$ cat config.mk
export PLATFORM = sky130hd
export DESIGN_NAME = snake_engine_flat
export DESIGN_NICKNAME = d
export VERILOG_FILES = /design/src/rtl/snake_pkg.sv /design/src/rtl/snake_engine_if.sv /design/src/rtl/snake_body_ring.sv /design/src/rtl/snake_engine.sv /design/src/flat_wrapper.sv
export SDC_FILE = /design/constraint.sdc
export NUM_CORES = 2
export LEC_CHECK = 0
export BUFFER_PORTS_ARGS = -buffer_cell sky130_fd_sc_hd__buf_2
export CAP_MARGIN = 20
export CORE_MARGIN = 1
export CORE_UTILIZATION = 35
export CTS_CLUSTER_SIZE = 24
export DETAILED_ROUTE_END_ITERATION = 10
export GPL_TIMING_DRIVEN = 1
export PLACE_DENSITY_LB_ADDON = 0.12
export SETUP_SLACK_MARGIN = 0.3
export SYNTH_ARGS = -nofsm -noshare
export SYNTH_HDL_FRONTEND = slang
export SYNTH_SLANG_ARGS = --single-unit
$ cat constraint.sdc
create_clock -name clk -period 10 [get_ports clk]
set_input_delay 2 -clock clk [delete_from_list [all_inputs] [get_ports clk]]
set_output_delay 2 -clock clk [all_outputs]
set_load 0.05 [all_outputs]
$ cat src/rtl/snake_pkg.sv
// snake_pkg: shared encodings for the snake game-step engine.
// Directions, pixel colours, engine states and a direction helper.
package snake_pkg;

  typedef enum logic [1:0] {
    LEFT  = 2'd0,
    RIGHT = 2'd1,
    UP    = 2'd2,
    DOWN  = 2'd3
  } dir_t;

  localparam logic [2:0] BLACK = 3'b000;
  localparam logic [2:0] WHITE = 3'b111;
  localparam logic [2:0] GREEN = 3'b010;

  typedef enum logic [3:0] {
    INIT_HEAD,
    INIT_FOOD,
    IDLE,
    STEP,
    CHECK,
    ERASE,
    HEAD,
    FOOD_WAIT,
    FOOD_DRAW,
    DEAD
  } state_t;

  // LEFT<->RIGHT and UP<->DOWN differ only in bit 0.
  function automatic dir_t opposite(dir_t d);
    return dir_t'(d ^ 2'b01);
  endfunction

endpackage

$ cat src/rtl/snake_engine_if.sv
// snake_engine_if: draw command and food request handshakes.
// master = engine (draw_*, food_req out), slave = VGA/food side.
interface snake_engine_if #(
  parameter int X_W = 8,
  parameter int Y_W = 7
);
  import snake_pkg::*;

  logic           draw_valid;
  logic           draw_ready;
  logic [X_W-1:0] draw_x;
  logic [Y_W-1:0] draw_y;
  logic [2:0]     draw_colour;
  logic           food_req;
  logic           food_valid;
  logic [X_W-1:0] food_x;
  logic [Y_W-1:0] food_y;

  modport master (
    output draw_valid, draw_x, draw_y, draw_colour, food_req,
    input  draw_ready, food_valid, food_x, food_y
  );

  modport slave (
    input  draw_valid, draw_x, draw_y, draw_colour, food_req,
    output draw_ready, food_valid, food_x, food_y
  );

endinterface

$ cat src/rtl/snake_body_ring.sv
// snake_body_ring: MAX_LEN ring of body cells, head push, tail pop.
// Ports: push/push_x/push_y, pop, rd_off (from tail); head/tail/rd cells out.
module snake_body_ring
  import snake_pkg::*;
#(
  parameter  int MAX_LEN = 128,
  parameter  int X_W     = 8,
  parameter  int Y_W     = 7,
  parameter  int START_X = 0,
  parameter  int START_Y = 0,
  localparam int PW      = $clog2(MAX_LEN)
) (
  input  logic           clk,
  input  logic           reset,
  input  logic           push,
  input  logic [X_W-1:0] push_x,
  input  logic [Y_W-1:0] push_y,
  input  logic           pop,
  input  logic [PW-1:0]  rd_off,
  output logic [X_W-1:0] head_x,
  output logic [Y_W-1:0] head_y,
  output logic [X_W-1:0] tail_x,
  output logic [Y_W-1:0] tail_y,
  output logic [X_W-1:0] rd_x,
  output logic [Y_W-1:0] rd_y
);

  logic [X_W-1:0] mem_x [MAX_LEN];
  logic [Y_W-1:0] mem_y [MAX_LEN];
  logic [PW-1:0]  hp;
  logic [PW-1:0]  tp;
  logic [PW-1:0]  hp_nx;
  logic [PW-1:0]  rd_ptr;

  assign hp_nx  = hp + 1'b1;
  assign rd_ptr = tp + rd_off;

  always_ff @(posedge clk) begin
    if (reset) begin
      hp <= '0;
      tp <= '0;
    end else begin
      if (push) hp <= hp_nx;
      if (pop)  tp <= tp + 1'b1;
    end
  end

  always_ff @(posedge clk) begin
    if (reset) begin
      mem_x[0] <= X_W'(START_X);
      mem_y[0] <= Y_W'(START_Y);
    end else if (push) begin
      mem_x[hp_nx] <= push_x;
      mem_y[hp_nx] <= push_y;
    end
  end

  assign head_x = mem_x[hp];
  assign head_y = mem_y[hp];
  assign tail_x = mem_x[tp];
  assign tail_y = mem_y[tp];
  assign rd_x   = mem_x[rd_ptr];
  assign rd_y   = mem_y[rd_ptr];

endmodule

$ cat src/rtl/snake_engine.sv
// snake_engine: per-tick snake step -> pixel draw commands over bus.
// Ports: clk, reset, tick, dir_valid/dir_req, bus (draw + food), length,
// game_over. Define SNAKE_WRAP_EN to wrap at the playfield edges.
module snake_engine
  import snake_pkg::*;
#(
  parameter int GRID_W  = 160,
  parameter int GRID_H  = 120,
  parameter int X_W     = 8,
  parameter int Y_W     = 7,
  parameter int MAX_LEN = 128,
  parameter int START_X = 0,
  parameter int START_Y = 0
) (
  input  logic                     clk,
  input  logic                     reset,
  input  logic                     tick,
  input  logic                     dir_valid,
  input  logic [1:0]               dir_req,
  snake_engine_if.master           bus,
  output logic [$clog2(MAX_LEN):0] length,
  output logic                     game_over
);

  localparam int PW = $clog2(MAX_LEN);
  localparam int LW = PW + 1;
  localparam logic [X_W-1:0] X_MAX   = X_W'(GRID_W - 1);
  localparam logic [Y_W-1:0] Y_MAX   = Y_W'(GRID_H - 1);
  localparam logic [LW-1:0]  LEN_MAX = LW'(MAX_LEN);

  state_t         state;
  dir_t           dir_pend;
  dir_t           dir_com;
  dir_t           cmt_dir;
  logic [X_W-1:0] food_x;
  logic [Y_W-1:0] food_y;
  logic [X_W-1:0] nh_x;
  logic [Y_W-1:0] nh_y;
  logic [X_W-1:0] nx_c;
  logic [Y_W-1:0] ny_c;
  logic           off_edge;
  logic           hit_food;
  logic           grow;
  logic [PW-1:0]  scan_off;
  logic [LW-1:0]  scan_left;
  logic           accept;
  logic           push;
  logic           pop;
  logic [X_W-1:0] head_x;
  logic [Y_W-1:0] head_y;
  logic [X_W-1:0] tail_x;
  logic [Y_W-1:0] tail_y;
  logic [X_W-1:0] rd_x;
  logic [Y_W-1:0] rd_y;

  snake_body_ring #(
    .MAX_LEN (MAX_LEN),
    .X_W     (X_W),
    .Y_W     (Y_W),
    .START_X (START_X),
    .START_Y (START_Y)
  ) u_ring (
    .clk    (clk),
    .reset  (reset),
    .push   (push),
    .push_x (nh_x),
    .push_y (nh_y),
    .pop    (pop),
    .rd_off (scan_off),
    .head_x (head_x),
    .head_y (head_y),
    .tail_x (tail_x),
    .tail_y (tail_y),
    .rd_x   (rd_x),
    .rd_y   (rd_y)
  );

  assign accept = bus.draw_valid && bus.draw_ready;
  assign push   = (state == HEAD) && accept;
  // At full length a meal keeps the length: tail leaves as head enters.
  assign pop    = ((state == ERASE) && accept)
               || (push && grow && (length == LEN_MAX));

  // During STEP the pending direction is about to become committed.
  assign cmt_dir = (state == STEP) ? dir_pend : dir_com;

  always_comb begin
    nx_c     = head_x;
    ny_c     = head_y;
    off_edge = 1'b0;
    unique case (1'b1)
      (dir_pend == LEFT): begin
        if (head_x == '0) begin
`ifdef SNAKE_WRAP_EN
          nx_c = X_MAX;
`else
          off_edge = 1'b1;
`endif
        end else begin
          nx_c = head_x - 1'b1;
        end
      end
      (dir_pend == RIGHT): begin
        if (head_x == X_MAX) begin
`ifdef SNAKE_WRAP_EN
          nx_c = '0;
`else
          off_edge = 1'b1;
`endif
        end else begin
          nx_c = head_x + 1'b1;
        end
      end
      (dir_pend == UP): begin
        if (head_y == '0) begin
`ifdef SNAKE_WRAP_EN
          ny_c = Y_MAX;
`else
          off_edge = 1'b1;
`endif
        end else begin
          ny_c = head_y - 1'b1;
        end
      end
      default: begin
        if (head_y == Y_MAX) begin
`ifdef SNAKE_WRAP_EN
          ny_c = '0;
`else
          off_edge = 1'b1;
`endif
        end else begin
          ny_c = head_y + 1'b1;
        end
      end
    endcase
  end

  assign hit_food = (nx_c == food_x) && (ny_c == food_y);

  always_ff @(posedge clk) begin
    if (reset) begin
      state           <= INIT_HEAD;
      dir_pend        <= RIGHT;
      dir_com         <= RIGHT;
      food_x          <= '0;
      food_y          <= '0;
      nh_x            <= '0;
      nh_y            <= '0;
      grow            <= 1'b0;
      scan_off        <= '0;
      scan_left       <= '0;
      length          <= LW'(1);
      game_over       <= 1'b0;
      bus.draw_valid  <= 1'b0;
      bus.draw_x      <= '0;
      bus.draw_y      <= '0;
      bus.draw_colour <= BLACK;
      bus.food_req    <= 1'b0;
    end else begin
      bus.food_req <= 1'b0;
      if (dir_valid && state != DEAD
          && dir_t'(dir_req) != opposite(cmt_dir))
        dir_pend <= dir_t'(dir_req);
      // Draw states issue on entry, then wait for the transfer edge.
      unique case (state)
        INIT_HEAD: begin
          if (!bus.draw_valid) begin
            bus.draw_valid  <= 1'b1;
            bus.draw_x      <= head_x;
            bus.draw_y      <= head_y;
            bus.draw_colour <= WHITE;
          end else if (bus.draw_ready) begin
            bus.draw_valid <= 1'b0;
            bus.food_req   <= 1'b1;
            state          <= INIT_FOOD;
          end
        end
        INIT_FOOD, FOOD_WAIT: begin
          if (bus.food_valid) begin
            food_x <= bus.food_x;
            food_y <= bus.food_y;
            state  <= FOOD_DRAW;
          end
        end
        FOOD_DRAW: begin
          if (!bus.draw_valid) begin
            bus.draw_valid  <= 1'b1;
            bus.draw_x      <= food_x;
            bus.draw_y      <= food_y;
            bus.draw_colour <= GREEN;
          end else if (bus.draw_ready) begin
            bus.draw_valid <= 1'b0;
            state          <= IDLE;
          end
        end
        IDLE: begin
          if (tick) state <= STEP;
        end
        STEP: begin
          if (off_edge) begin
            game_over <= 1'b1;
            state     <= DEAD;
          end else begin
            nh_x      <= nx_c;
            nh_y      <= ny_c;
            dir_com   <= dir_pend;
            grow      <= hit_food;
            scan_off  <= hit_food ? PW'(0) : PW'(1);
            scan_left <= hit_food ? length : length - 1'b1;
            state     <= CHECK;
          end
        end
        CHECK: begin
          if (scan_left != '0 && rd_x == nh_x && rd_y == nh_y) begin
            game_over <= 1'b1;
            state     <= DEAD;
          end else if (scan_left <= LW'(1)) begin
            state <= grow ? HEAD : ERASE;
          end else begin
            scan_left <= scan_left - 1'b1;
            scan_off  <= scan_off + 1'b1;
          end
        end
        ERASE: begin
          if (!bus.draw_valid) begin
            bus.draw_valid  <= 1'b1;
            bus.draw_x      <= tail_x;
            bus.draw_y      <= tail_y;
            bus.draw_colour <= BLACK;
          end else if (bus.draw_ready) begin
            bus.draw_valid <= 1'b0;
            state          <= HEAD;
          end
        end
        HEAD: begin
          if (!bus.draw_valid) begin
            bus.draw_valid  <= 1'b1;
            bus.draw_x      <= nh_x;
            bus.draw_y      <= nh_y;
            bus.draw_colour <= WHITE;
          end else if (bus.draw_ready) begin
            bus.draw_valid <= 1'b0;
            if (grow && length != LEN_MAX) length <= length + 1'b1;
            bus.food_req <= grow;
            state        <= grow ? FOOD_WAIT : IDLE;
          end
        end
        DEAD: begin
          state <= DEAD;
        end
        default: begin
          state <= INIT_HEAD;
        end
      endcase
    end
  end

endmodule

$ cat src/flat_wrapper.sv
// flat-port wrapper written by rule: the top's interface ports become plain ports
module snake_engine_flat import snake_pkg::*;
#(
  parameter int GRID_W  = 160,
  parameter int GRID_H  = 120,
  parameter int X_W     = 8,
  parameter int Y_W     = 7,
  parameter int MAX_LEN = 128,
  parameter int START_X = 0,
  parameter int START_Y = 0
)
  (clk, reset, tick, dir_valid, dir_req, length, game_over, bus_draw_valid, bus_draw_x, bus_draw_y, bus_draw_colour, bus_food_req, bus_draw_ready, bus_food_valid, bus_food_x, bus_food_y);
  snake_engine_if #(.X_W(X_W), .Y_W(Y_W)) bus_i ();
  input  logic clk;
  input  logic reset;
  input  logic tick;
  input  logic dir_valid;
  input  logic [1:0] dir_req;
  output logic [$clog2(MAX_LEN):0] length;
  output logic game_over;
  output wire logic [$bits(bus_i.draw_valid)-1:0] bus_draw_valid;
  output wire logic [$bits(bus_i.draw_x)-1:0] bus_draw_x;
  output wire logic [$bits(bus_i.draw_y)-1:0] bus_draw_y;
  output wire logic [$bits(bus_i.draw_colour)-1:0] bus_draw_colour;
  output wire logic [$bits(bus_i.food_req)-1:0] bus_food_req;
  input wire logic [$bits(bus_i.draw_ready)-1:0] bus_draw_ready;
  input wire logic [$bits(bus_i.food_valid)-1:0] bus_food_valid;
  input wire logic [$bits(bus_i.food_x)-1:0] bus_food_x;
  input wire logic [$bits(bus_i.food_y)-1:0] bus_food_y;
  assign bus_draw_valid = bus_i.draw_valid;
  assign bus_draw_x = bus_i.draw_x;
  assign bus_draw_y = bus_i.draw_y;
  assign bus_draw_colour = bus_i.draw_colour;
  assign bus_food_req = bus_i.food_req;
  assign bus_i.draw_ready = bus_draw_ready;
  assign bus_i.food_valid = bus_food_valid;
  assign bus_i.food_x = bus_food_x;
  assign bus_i.food_y = bus_food_y;
  snake_engine #(.GRID_W(GRID_W), .GRID_H(GRID_H), .X_W(X_W), .Y_W(Y_W), .MAX_LEN(MAX_LEN), .START_X(START_X), .START_Y(START_Y)) u_core (.clk(clk), .reset(reset), .tick(tick), .dir_valid(dir_valid), .dir_req(dir_req), .bus(bus_i), .length(length), .game_over(game_over));
endmodule
==> metrics.md <==
| Metric | Value |
|---|---|
| Outcome | `completed` |
| Num CTS Buffers | `239` |
| Placed cell area | `118,000 µm²` |
| Largest net degree at the start of global routing | `104` |
| Final Hold Vio Count | `0` |
| Worst-path maximum fanout | `41` |
| Die Footprint | `320,000 µm²` |
| Max Clock Skew | `74.0 ps` |
| CP Capture Type | `flip-flop` |
| Starting density of the core | `35.3%` |
| Detailed-placement wirelength estimate | `297,000 µm` |
| PwrDens | `149 nW/µm²` |
| Wire length per cell | `45.2 µm` |
| Slowest-stage cell, CP | `o21ai_0` |
| Final worst path period need | `7930 ps` |
| Clock transition at the registers of the reported paths | `60 ps` |
| Gr ovfl total | `0` |
| I/O Pins | `52` |
| Net count reported at finish | `6,116` |
| Drt first-iter violations | `11,100` |
| Commonest non-fill, non-tap cell in the layout | `edfxtp_1` |
| Total Neg Setup Slack | `0 ps` |
| Final Power | `18.8 mW` |
| Area Overhead vs Synth | `12.6%` |
| RSZ-0062 raised after global routing | `no` |
| H-Tree Depth | `4` |
| Post-cts repair resize count | `0` |
| Gpl congestion | `0.927` |
| WHS | `465 ps` |
| Setup Slack @ Placement | `2090 ps` |
| Clk sink count | `2,030` |
| Pleak | `29.7 nW` |
| Final Max Slew Viols | `0` |
| Commonest cells after routing, fill and taps aside | `1,920 x edfxtp_1, 1,601 x mux4_2, 378 x mux2i_1, 277 x buf_4, 243 x clkbuf_16` |
| Net Count, Synth | `6,030` |
| Post-synthesis register bit count | `2,030` |
| Max-cap violations | `0` |
| Pre-antenna DRT Iters | `6` |
| Vias in the first global route | `69,600` |
| Slew @ Worst Pin | `1200 ps` |
| Final worst-path cycle share | `79.3%` |
| WL final | `472,000 µm` |
| CTS hold repair buffers | `0` |
| Vias per cell | `6.91` |
| Finished Cell Area | `125,000 µm²` |
| Post-synth EDFFs | `1,920` |
| Post-synthesis sequential area ratio | `53.7%` |
| Required @ worst endpoint | `10,790 ps` |
| CTS tree | `done` |
| FMAX | `126 MHz` |
| Hold Crit Class | `reg -> reg` |
| Top delay family on crit path | `simple AND/OR/NAND/NOR gates` |
| Post-route ant nets | `0` |
| Post-route setup slack | `2070 ps` |
| Post-CTS Setup Bufs | `0` |
| Die height | `566 µm` |
| Synthesized area per cell | `18.6 µm²` |
| Final setup vio count | `0` |
| Global-route wire length before repair | `631,000 µm` |
| Fraction of layout instances using a drive strength above 1 | `40.7%` |
| Critical Path Max Stage Delay | `860 ps` |
| CP bufs+invs | `5` |
| Netlist cell types | `93` |
| Core ar. | `316,000 µm²` |
| Skew-Pair Late Insertion Delay | `950 ps` |
| Final routed DRC violation total | `0` |
| WS Path Type | `reg -> reg` |
| Critical Path Source Type | `flip-flop` |
| Cell Count Post-Placement | `9,990` |
| Yosys Warn Count | `0` |
| Width of the die | `566 µm` |
| All-layer global routing usage | `28.9%` |
| Ys async rst share | `0%` |
| Synthesized instance count | `5,986` |
| Port-buffer cells | `51` |
| Synthesized cell area | `111,000 µm²` |
| Slew HR | `20.1%` |
| Arr. time, crit path | `8720 ps` |
| Initial antenna violation count | `43` |
| DR vias | `72,100` |
| Clock Tree Buf Depth | `4` |
| Final Non-Filler Cells | `10,400` |
| Maximum vdd drop | `0.141 mV` |
| Cell Rows | `206` |
| CP cell instances | `buf_12, buf_4, nor2b_2, buf_4, a22o_1, nor3_1, o21ai_0, o311ai_0, nor4b_2, buf_4, ha_1, inv_1, or2_2, nor3_1, and2_0, o21bai_1, xor2_1, o2111ai_1, or4_4, o2111a_1, xnor2_1, o21ai_1` |
| Primary FF master, synth | `edfxtp_1` |
| Root buffer cell | `clkbuf_16` |
| Critical path's most frequent cell | `buf_4` |
| Final Util | `39.7%` |
==> path summary, 6_finish.rpt <==
path / startpoint / end / slack (ps) / depth (start not counted)
worst max-delay path: flip-flop / u_core.scan_left[7]$_SDFFE_PP0P_ / 2070 / 22
worst max register to register: flip-flop / u_core.scan_left[7]$_SDFFE_PP0P_ / 2070 / 22
worst min register to register: u_core.dir_com[1]$_SDFFE_PP0P_ / u_core.dir_com[1]$_SDFFE_PP0P_ / 460 / 2
worst min-delay path: u_core.dir_com[1]$_SDFFE_PP0P_ / u_core.dir_com[1]$_SDFFE_PP0P_ / 460 / 2
==> report_power, final <==
group / switching, mW / total [mW] / leakage [nW] / internal [mW]
logic: 0.383 / 0.565 / 11.7 / 0.182
clock network: 3.70 / 8.93 / 3.79 / 5.23
registers: 0.0550 / 9.26 / 14.2 / 9.20
total: 4.14 / 18.8 / 29.7 / 14.6
==> cells by family after synthesis <==
family	Yosys count	share of synthesized area, %
flops	2030	53.7
xor+xnor	77	0.605
simple gates	758	3.23
buf+inv	552	2.43
compound gates	521	3.36
mux	2027	36.4
fa+ha+maj	21	0.243
==> cell usage after synthesis, types with 15 or more instances <==
| cell | instances | area share (%) |
|---|---|---|
| a211oi_1 | 23 | 0.16 |
| a21oi_1 | 75 | 0.34 |
| a221oi_1 | 51 | 0.40 |
| a22oi_1 | 106 | 0.71 |
| and2_1 | 32 | 0.18 |
| and3_1 | 20 | 0.11 |
| buf_1 | 96 | 0.32 |
| buf_2 | 97 | 0.44 |
| buf_4 | 36 | 0.24 |
| buf_6 | 25 | 0.25 |
| clkbuf_1 | 252 | 0.85 |
| dfxtp_1 | 110 | 2.0 |
| edfxtp_1 | 1920 | 52 |
| ha_1 | 20 | 0.22 |
| inv_1 | 29 | 0.098 |
| mux2_2 | 34 | 0.34 |
| mux2i_1 | 380 | 3.4 |
| mux4_2 | 1601 | 32 |
| nand2_1 | 158 | 0.53 |
| nand2b_1 | 17 | 0.095 |
| nand3_1 | 62 | 0.28 |
| nand4_1 | 17 | 0.095 |
| nor2_1 | 298 | 1.0 |
| nor2b_1 | 19 | 0.11 |
| nor3_1 | 47 | 0.21 |
| nor4_1 | 24 | 0.13 |
| o211ai_1 | 15 | 0.10 |
| o21ai_0 | 52 | 0.23 |
| o22ai_1 | 62 | 0.35 |
| or3_1 | 20 | 0.11 |
| xnor2_1 | 42 | 0.33 |
| xor2_1 | 35 | 0.28 |
==> registers in the layout, summed over array words and instances (netlist names), 2 cells and up, named ones only <==
register                flops
u_core.u_ring.mem_y       896
u_core.nh_y                 7
u_core.u_ring.mem_x      1024
u_core.dir_pend             2
u_core.food_x               8
u_core.u_ring.tp            7
u_core.bus.draw_colour      2
u_core.dir_com              2
u_core.scan_left            8
u_core.bus.draw_x           8
u_core.bus.draw_y           7
u_core.nh_x                 8
u_core.length               8
u_core.state                4
u_core.u_ring.hp            7
u_core.food_y               7
u_core.scan_off             7
==> routing by layer <==
metal / part of all wire (%) / up-vias / global-route usage, %
met2: 44 / 5121 / 43.0
met3: 11 / 867 / 8.06
li1: - / 26500 / -
met5: 0.052 / - / 0.402
met4: 5.5 / 12 / 13.8
met1: 39 / 39600 / 39.0
==> worst min-delay path: cells and delay by family, from the launching register on <==
kind / cells / cell delay, ps
flops: 1 / 310
simple gates: 1 / 50
compound gates: 1 / 50
==> cell type report <==
| class | count | area [µm²] |
|---|---|---|
| clock inverters | 141 | 1470 |
| diodes | 13 | 32.5 |
| fillers | 28200 | 190000 |
| multi-input cells | 3404 | 49300 |
| well taps | 4160 | 5200 |
| repair buffers | 364 | 3060 |
| clock buffers | 289 | 6320 |
| flip-flops and latches | 2030 | 59900 |
| inverters | 33 | 139 |
No activity file was read; power rests on OpenSTA's default activity.
